File: config.mk
export PLATFORM = sky130hd
export DESIGN_NAME = multicycle_controller
export DESIGN_NICKNAME = d
export VERILOG_FILES = /design/src/rtl/multicycle_controller_pkg.sv /design/src/rtl/alu_op_decoder.sv /design/src/rtl/multicycle_controller.sv
export SDC_FILE = /design/constraint.sdc
export NUM_CORES = 1
export LEC_CHECK = 0
export ABC_AREA = 1
export CAP_MARGIN = 20
export CORE_MARGIN = 2
export CORE_UTILIZATION = 42
export CTS_BUF_LIST = sky130_fd_sc_hd__clkbuf_4
export DETAILED_ROUTE_END_ITERATION = 6
export PLACE_DENSITY = 0.87
export REMOVE_ABC_BUFFERS = 1
export SETUP_SLACK_MARGIN = 0.4
export SLEW_MARGIN = 25
export SYNTH_ARGS = -nofsm -noshare
export SYNTH_HDL_FRONTEND = slang
export SYNTH_SLANG_ARGS = --single-unit
File: constraint.sdc
create_clock -name clk -period 2.4 [get_ports clk]
set_input_delay 0.48 -clock clk [delete_from_list [all_inputs] [get_ports clk]]
set_output_delay 0.48 -clock clk [all_outputs]
set_load 0.01 [all_outputs]
File: src/rtl/multicycle_controller_pkg.sv
// Shared encodings for the multicycle MIPS-style controller: FSM states,
// instruction fields, ALU operations and datapath mux selects.
package multicycle_controller_pkg;

  typedef enum logic [3:0] {
    S_FETCH   = 4'd0,
    S_DECODE  = 4'd1,
    S_MEMADR  = 4'd2,
    S_MEMRD   = 4'd3,
    S_MEMWB   = 4'd4,
    S_MEMWR   = 4'd5,
    S_EXECUTE = 4'd6,
    S_ALUWB   = 4'd7,
    S_BEQ     = 4'd8,
    S_ADDIEX  = 4'd9,
    S_ADDIWB  = 4'd10,
    S_JUMP    = 4'd11
  } state_t;

  localparam logic [5:0] OP_RTYPE = 6'b000000;
  localparam logic [5:0] OP_LW    = 6'b100011;
  localparam logic [5:0] OP_SW    = 6'b101011;
  localparam logic [5:0] OP_BEQ   = 6'b000100;
  localparam logic [5:0] OP_ADDI  = 6'b001000;
  localparam logic [5:0] OP_J     = 6'b000010;

  localparam logic [5:0] FN_ADD = 6'b100000;
  localparam logic [5:0] FN_SUB = 6'b100010;
  localparam logic [5:0] FN_AND = 6'b100100;
  localparam logic [5:0] FN_OR  = 6'b100101;
  localparam logic [5:0] FN_SLT = 6'b101010;

  localparam logic [2:0] ALU_AND = 3'b000;
  localparam logic [2:0] ALU_OR  = 3'b001;
  localparam logic [2:0] ALU_ADD = 3'b010;
  localparam logic [2:0] ALU_SUB = 3'b110;
  localparam logic [2:0] ALU_SLT = 3'b111;

  localparam logic [1:0] SRCB_B    = 2'b00;
  localparam logic [1:0] SRCB_FOUR = 2'b01;
  localparam logic [1:0] SRCB_IMM  = 2'b10;

  localparam logic [1:0] PCSRC_ALU    = 2'b00;
  localparam logic [1:0] PCSRC_ALUOUT = 2'b01;
  localparam logic [1:0] PCSRC_JUMP   = 2'b10;

endpackage

File: src/rtl/alu_op_decoder.sv
// R-type Funct field to ALU operation; flags unsupported Funct codes so the
// controller can abort the instruction before write-back.
module alu_op_decoder
  import multicycle_controller_pkg::*;
#(
  parameter int ALUCTRL_W = 3
) (
  input  logic [5:0]           funct,
  output logic [ALUCTRL_W-1:0] alu_ctrl,
  output logic                 legal
);

  logic [2:0] op;

  always_comb begin
    op    = ALU_AND;
    legal = 1'b1;
    case (funct)
      FN_ADD:  op = ALU_ADD;
      FN_SUB:  op = ALU_SUB;
      FN_AND:  op = ALU_AND;
      FN_OR:   op = ALU_OR;
      FN_SLT:  op = ALU_SLT;
      default: legal = 1'b0;
    endcase
  end

  // Wider ALU control buses carry the 3-bit code with upper bits zeroed.
  always_comb begin
    alu_ctrl      = '0;
    alu_ctrl[2:0] = op;
  end

endmodule

File: src/rtl/multicycle_controller.sv
// Moore-style multicycle controller: sequences fetch/decode/execute/memory/
// write-back and drives all datapath enables and selects.
module multicycle_controller
  import multicycle_controller_pkg::*;
#(
  parameter int MEM_HANDSHAKE = 1,
  parameter int ALUCTRL_W     = 3
) (
  input  logic                 clk,
  input  logic                 rst_n,
  input  logic [5:0]           Opcode,
  input  logic [5:0]           Funct,
  input  logic                 Zero,
  input  logic                 MemReady,
  output logic                 PCWrite,
  output logic                 Branch,
  output logic                 IorD,
  output logic                 MemRead,
  output logic                 MemWrite,
  output logic                 IRWrite,
  output logic                 MemtoReg,
  output logic                 RegDst,
  output logic                 RegWrite,
  output logic                 ULASrcA,
  output logic [1:0]           ULASrcB,
  output logic [1:0]           PCSrc,
  output logic [ALUCTRL_W-1:0] ALUControl,
  output logic                 IllegalOp,
  output logic [3:0]           State
);

  state_t                 state;
  state_t                 next_state;
  logic                   mem_done;
  logic [ALUCTRL_W-1:0]   funct_ctrl;
  logic                   funct_legal;
  logic [2:0]             alu_op;
  logic                   unused_zero;

  // Zero only gates the PC load inside the datapath (Branch & Zero).
  assign unused_zero = Zero;

  assign mem_done = (MEM_HANDSHAKE != 0) ? MemReady : 1'b1;

  alu_op_decoder #(
    .ALUCTRL_W (ALUCTRL_W)
  ) u_alu_op_decoder (
    .funct    (Funct),
    .alu_ctrl (funct_ctrl),
    .legal    (funct_legal)
  );

  always_ff @(posedge clk) begin
    if (!rst_n) state <= S_FETCH;
    else        state <= next_state;
  end

  always_comb begin
    next_state = state;
    PCWrite    = 1'b0;
    Branch     = 1'b0;
    IorD       = 1'b0;
    MemRead    = 1'b0;
    MemWrite   = 1'b0;
    IRWrite    = 1'b0;
    MemtoReg   = 1'b0;
    RegDst     = 1'b0;
    RegWrite   = 1'b0;
    ULASrcA    = 1'b0;
    ULASrcB    = SRCB_B;
    PCSrc      = PCSRC_ALU;
    IllegalOp  = 1'b0;
    alu_op     = ALU_AND;

    case (state)
      S_FETCH: begin
        MemRead = 1'b1;
        ULASrcB = SRCB_FOUR;
        alu_op  = ALU_ADD;
        if (mem_done) begin
          PCWrite    = 1'b1;
          IRWrite    = 1'b1;
          next_state = S_DECODE;
        end
      end
      S_DECODE: begin
        ULASrcB = SRCB_IMM;
        alu_op  = ALU_ADD;
        case (Opcode)
          OP_LW, OP_SW: next_state = S_MEMADR;
          OP_RTYPE:     next_state = S_EXECUTE;
          OP_BEQ:       next_state = S_BEQ;
          OP_ADDI:      next_state = S_ADDIEX;
          OP_J:         next_state = S_JUMP;
          default: begin
            IllegalOp  = 1'b1;
            next_state = S_FETCH;
          end
        endcase
      end
      S_MEMADR: begin
        ULASrcA    = 1'b1;
        ULASrcB    = SRCB_IMM;
        alu_op     = ALU_ADD;
        next_state = (Opcode == OP_SW) ? S_MEMWR : S_MEMRD;
      end
      S_MEMRD: begin
        IorD    = 1'b1;
        MemRead = 1'b1;
        if (mem_done) next_state = S_MEMWB;
      end
      S_MEMWB: begin
        RegWrite   = 1'b1;
        MemtoReg   = 1'b1;
        next_state = S_FETCH;
      end
      S_MEMWR: begin
        IorD     = 1'b1;
        MemWrite = 1'b1;
        if (mem_done) next_state = S_FETCH;
      end
      S_EXECUTE: begin
        ULASrcA = 1'b1;
        ULASrcB = SRCB_B;
        if (funct_legal) begin
          next_state = S_ALUWB;
        end else begin
          IllegalOp  = 1'b1;
          next_state = S_FETCH;
        end
      end
      S_ALUWB: begin
        RegDst     = 1'b1;
        RegWrite   = 1'b1;
        next_state = S_FETCH;
      end
      S_BEQ: begin
        ULASrcA    = 1'b1;
        ULASrcB    = SRCB_B;
        alu_op     = ALU_SUB;
        Branch     = 1'b1;
        PCSrc      = PCSRC_ALUOUT;
        next_state = S_FETCH;
      end
      S_ADDIEX: begin
        ULASrcA    = 1'b1;
        ULASrcB    = SRCB_IMM;
        alu_op     = ALU_ADD;
        next_state = S_ADDIWB;
      end
      S_ADDIWB: begin
        RegWrite   = 1'b1;
        next_state = S_FETCH;
      end
      S_JUMP: begin
        PCWrite    = 1'b1;
        PCSrc      = PCSRC_JUMP;
        next_state = S_FETCH;
      end
      default: next_state = S_FETCH;
    endcase

    // Holding reset must never let a stale state commit architectural writes.
    if (!rst_n) begin
      PCWrite   = 1'b0;
      IRWrite   = 1'b0;
      MemWrite  = 1'b0;
      RegWrite  = 1'b0;
      Branch    = 1'b0;
      IllegalOp = 1'b0;
    end
  end

  always_comb begin
    ALUControl = '0;
    if (state == S_EXECUTE) ALUControl = funct_ctrl;
    else                    ALUControl[2:0] = alu_op;
  end

  assign State = rst_n ? state : S_FETCH;

endmodule

After elaboration in Yosys (flattened, before gate mapping) --
Cells that the tools add are included.
Storage, ports and cells: logic and storage cells 71, input bits 16, bits in registers 4, output and inout port bits 22
Operators by class: muxes and demuxes 34, reductions and logical operators 12, equality and inequality tests 24
Operators with widths (count):
- 6-bit equality test, second input constant | 7
- 4-bit one-hot mux with 7 select lines | 1
- 4-bit one-hot mux with 5 select lines | 1
- 1-bit 2-to-1 mux | 19
- 4-bit by 3-bit equality test with 1-bit output, second input constant | 4
- 4-bit equality test, second input constant | 4
- 4-bit 2-to-1 mux | 4
- 3-bit one-hot mux with 4 select lines | 1
- 3-bit 2-to-1 mux | 3
- 4-bit by 2-bit equality test with 1-bit output, second input constant | 2
- 2-bit one-hot mux with 2 select lines | 2
- 4-bit OR reduction | 2
- 6-bit by 2-bit equality test with 1-bit output, second input constant | 1
- 6-bit by 3-bit equality test with 1-bit output, second input constant | 1
- 6-bit by 4-bit equality test with 1-bit output, second input constant | 1
- 6-bit logical NOT | 1
- 2-bit != test, second input constant | 3
- 3-bit one-hot mux with 2 select lines | 1
- 2-bit OR reduction | 3
- 3-bit OR reduction | 2
- 6-bit OR reduction | 1
- 5-bit OR reduction | 1
- 4-bit by 1-bit equality test with 1-bit output, second input constant | 1
- 4-bit logical NOT | 1
- 2 further kinds | 3

Longest topological paths before layout --
depth in word-level cells 6, depth in mapped cells 10

By module --
From an unflattened synthesis, not the netlist that was laid out.
Second synthesis, totals: cells, all modules 153, area total of the unflattened synthesis 743.2 sq um
By module, submodules not included:
- multicycle_controller | times used 1, area each 645.6 sq um, cells each 133
- alu_op_decoder | times used 1, area each 97.6 sq um, cells each 20

Worst setup path after synthesis --
No wires, ideal clock.
path type reg-to-output, start point register state[0], end point output ALUControl[1], buffers on the path 0, stages on the path, launching flop included 8, slack 731 ps, arrival 1189 ps, cell sequence dfxtp_1 -> nor2_1 -> inv_1 -> nor2_2 -> inv_1 -> nand3_1 -> nor2_1 -> a21oi_1
On the way: cells in the longest elaborated chain, start to end 4, elaborated cells between the ends (all ways) 9
RTL lines:
- from (decl) | RTL line multicycle_controller.sv:32 | state_t state;
- from (signal assigned) | RTL line multicycle_controller.sv:55 | else state <= next_state;
- 4-bit by 1-bit equality test with 1-bit output (tied with other cells) | RTL line multicycle_controller.sv:75 | case (state)
- 4-bit OR reduction (no line)
- 3-bit one-hot mux with 2 select lines | RTL line multicycle_controller.sv:75
- 3-bit 2-to-1 mux (*) | RTL line multicycle_controller.sv:176 | if (state == S_EXECUTE) ALUControl = funct_ctrl;
- to (decl) | RTL line multicycle_controller.sv:27 | output logic [ALUCTRL_W-1:0] ALUControl,
Mark *: on every way between the ends. The rest lies on a longest branch, timed or not.

Worst setup path in the final report --
start point input Funct[0], end point output IllegalOp
On the way: cells in the longest elaborated chain, start to end 6, elaborated cells between the ends (all ways) 10
RTL lines:
- from (decl) | RTL line multicycle_controller.sv:12 | input logic [5:0] Funct,
- 6-bit equality test | RTL line alu_op_decoder.sv:18 | case (funct)
- 5-bit OR reduction (no line) (*)
- 1-bit 2-to-1 mux (*) | RTL line alu_op_decoder.sv:18
- 1-bit 2-to-1 mux (*) | RTL line multicycle_controller.sv:125 | if (funct_legal) begin
- 1-bit one-hot mux with 2 select lines (*) | RTL line multicycle_controller.sv:75
- 1-bit 2-to-1 mux (*) | RTL line multicycle_controller.sv:164 | if (!rst_n) begin
- to (decl) | RTL line multicycle_controller.sv:28 | output logic IllegalOp,
Marks and branches as above.

==> results.md <==
- Grt ovf: 0
- Total power: approximately 0.43 mW
- Post-layout instance area: 1190 sq um
- Placed cells: 194
- Sequential-to-total area share from yosys stat: between 10% and 20%
- H-tree Lvls: 1
- Drt pass-1 iters: 4
- RD Place Congestion: 0.847
- Antenna violations before repair: 0
- Die Y: approximately 44 um
- Setup WS post-layout: approximately 460 ps
- Sw Ratio: 44.3%
- Largest registers: state x4
- First-pass GRT wire length: around 3800 um
- Via Count: 1,056
- Num CTS Buffers: 3
- Max clock buf depth: 2
- CP endpoint kind: output port
- Distinct cell type count after synthesis: 18
- Worst-path maximum fanout: 2
- Period Utilization, post-route: between 80% and 90%
- Final nets: slightly above 200
- DRC: 0
- Final cell count without fillers: 202
- Mapped Area: 679 sq um
- Clk_skew: between 0.15 and 0.2 ps
- Post-synth top area share: 17.1%
- Mapped Cells: 137
- Largest Register: state
- Layout area overhead: 75.7%
- Post-DRT Antenna Nets: 0
- Routed WL: between 2000 and 2500 um
- Gr usage total: roughly a quarter
- CTS tree: built
- RSZ-0062 raised after global routing: true
- DIE AREA: just under 2000 sq um
- Die W: 44.2 um
- CP Class: input pin to output port
- WL/cell: 11.9 um
- Core area: 1510 sq um
- Clock share of power: 19.3%
- Flops & latches, synth: 4
- Slew @ Worst Pin: ~170 ps
- Setup violators final: 0
- CP required: approximately 1900 ps
- Clock Latency Late Sink: 230 ps
- WP buf/inv: 4
- Power per cell area: roughly 360 nW/um^2
- Mean Syn Cell Area: between 4 and 5 sq um
- Rows: 14
- Top delay family on crit path: buffers and inverters
- Int Power: ~0.24 mW
- Final Max Slew Viols: 0
- Post-layout min period: 1940 ps
- CP Cell Sequence: dlygate4sd2_1, buf_4, nand4_1, buf_4, nand4_1, a21oi_1, buf_2
- Leak: around 0.82 nW
- Final core utilization: between 70% and 80%
- CP startpoint kind: input pin
- Layout cells sized above 1: 31.7%
- Switching power: ~0.19 mW
- Dpl hpwl: 1720 um
- DP Area: 1100 sq um
- Peak VDD IR: approximately 0.00036 V
- Io pins: 38
- Vias in the first global route: 966
- Max reg flops: 4
- CP peak stage delay: 250 ps
- CTS Sinks: 4
- Clock-pin slew on the worst setup and hold paths: approximately 40 ps
- Dominant cells by area after synthesis: nand2_1 17%, inv_1 17%, nor2_1 12%
- Post-synth top area cell: nand2_1
- Sequential Power Share: 21.3%
- Logic pwr share: between 50% and 60%
- Via density per instance: around 5.2
- Antenna cells: 0
- Slowest CP cell: dlygate4sd2_1
- Highest Clock Rate: 514 MHz
- Starting Density: 45.1%
- Largest net degree at the start of global routing: 8
- CP arrival: 1460 ps
- Outcome: finished clean
- Max-slew headroom: 88.3%
- Root buffer cell: clkbuf_4
- Drt initial violations: 35
- FILL cells: approximately 110
- Type of the worst min-delay path: flop to flop
- Final Hold Vio Count: 0
- MaxCap Viol Count: 0
- Yosys warns: 0
- Port Buffers: 36
- Worst slack, placed: -193 ps
==> through the flow <==
step	TNS, ps	hold WS [ps]
after floorplan	0	564
after global routing	0	631
after global placement	-249	558
after CTS	0	608
after detailed placement	-340	580
final	0	590
==> cells in the final DEF, fill, tap and decap left out, drive strengths merged, types with 3 or more instances in the layout <==
cell type      synthesis  final
dlygate4sd2            0     16
clkdlybuf4s15          0      3
clkbuf                 0      6
nand4                  4      4
a21oi                  7      7
inv                   32     32
dfxtp                  4      4
dlymetal6s2s           0     10
o21ai                  4      4
nand2                 38     38
buf                    1     14
nand3                 14     14
nor2                  27     27
==> synthesized netlist by cell type <==
| cell | count |
|---|---|
| nand2_1 | 31 |
| dfxtp_1 | 4 |
| nand3_2 | 1 |
| a21o_1 | 1 |
| nand4_1 | 4 |
| nand3_1 | 13 |
| a21oi_2 | 1 |
| a21oi_1 | 6 |
| inv_1 | 30 |
| nor2_2 | 5 |
| buf_4 | 1 |
| inv_2 | 2 |
| o21ai_0 | 4 |
| nor3_1 | 2 |
| nor2_1 | 22 |
| o22ai_1 | 1 |
| nand3b_1 | 2 |
| nand2_2 | 7 |
==> area by class of cell <==
type | instances | area [sq um] | share of cell area, %
Multi-Input combinational cell | 100 | 527 | 44.1
Timing Repair Buffer | 47 | 419 | 35.1
Inverter | 32 | 120 | 10.1
Sequential cell | 4 | 85.1 | 7.13
Clock buffer | 3 | 22.5 | 1.89
Tap cell | 16 | 20.0 | 1.68
==> power by group through the flow <==
| stage | registers (mW) | clock network, mW | logic [mW] |
|---|---|---|---|
| after floorplan | 0.0848 | 0 | 0.144 |
| after global placement | 0.0878 | 0 | 0.259 |
| after detailed placement | 0.0880 | 0 | 0.263 |
| after CTS | 0.0900 | 0.0862 | 0.248 |
| after global routing | 0.0925 | 0.0934 | 0.279 |
| final | 0.0921 | 0.0832 | 0.256 |
==> repair_timing <==
| item | CTS | global route |
|---|---|---|
| setup buffers | 4 | 1 |
| endpoints found under the setup margin | 20 | 12 |
| gates resized for setup | 54 | 26 |
| hold buffers | 0 | 0 |
| pin swaps | 4 | 4 |
==> final timing paths <==
| check | start | to | slack [ps] | cells after the start |
|---|---|---|---|---|
| max reg2reg | state[3]$_SDFFE_PN0P_ | state[0]$_SDFFE_PN0P_ | 1110 | 9 |
| min | state[2]$_SDFFE_PN0P_ | state[2]$_SDFFE_PN0P_ | 590 | 4 |
| max | Funct[0] | IllegalOp | 460 | 7 |
| min reg2reg | state[2]$_SDFFE_PN0P_ | state[2]$_SDFFE_PN0P_ | 590 | 4 |
==> layer usage <==
| metal | track usage [%] | wire (um) | vias to the layer above |
|---|---|---|---|
| met3 | 2.86 | 140 | 8 |
| li1 | - | - | 522 |
| met5 | 0 | 0 | - |
| met4 | 10.9 | 58 | 0 |
| met1 | 29.8 | 1000 | 485 |
| met2 | 47.6 | 1200 | 41 |
==> logic make-up (layout without fill, tap and decap cells) <==
group           count (synthesis)  count (layout)  share of synthesized area [%]
simple gates                   87              87                           58.7
flops                           4               4                           11.8
compound gates                 13              13                           10.7
buf+inv                        33              82                           18.8
==> tightest hold or removal path, delay by kind of cell, from the launching register on <==
| family | cells | cell delay [ps] |
|---|---|---|
| DFF | 1 | 330 |
| buffers and inverters | 1 | 50 |
| and+or+nand+nor | 3 | 180 |
(Power assumes the default switching activity.)
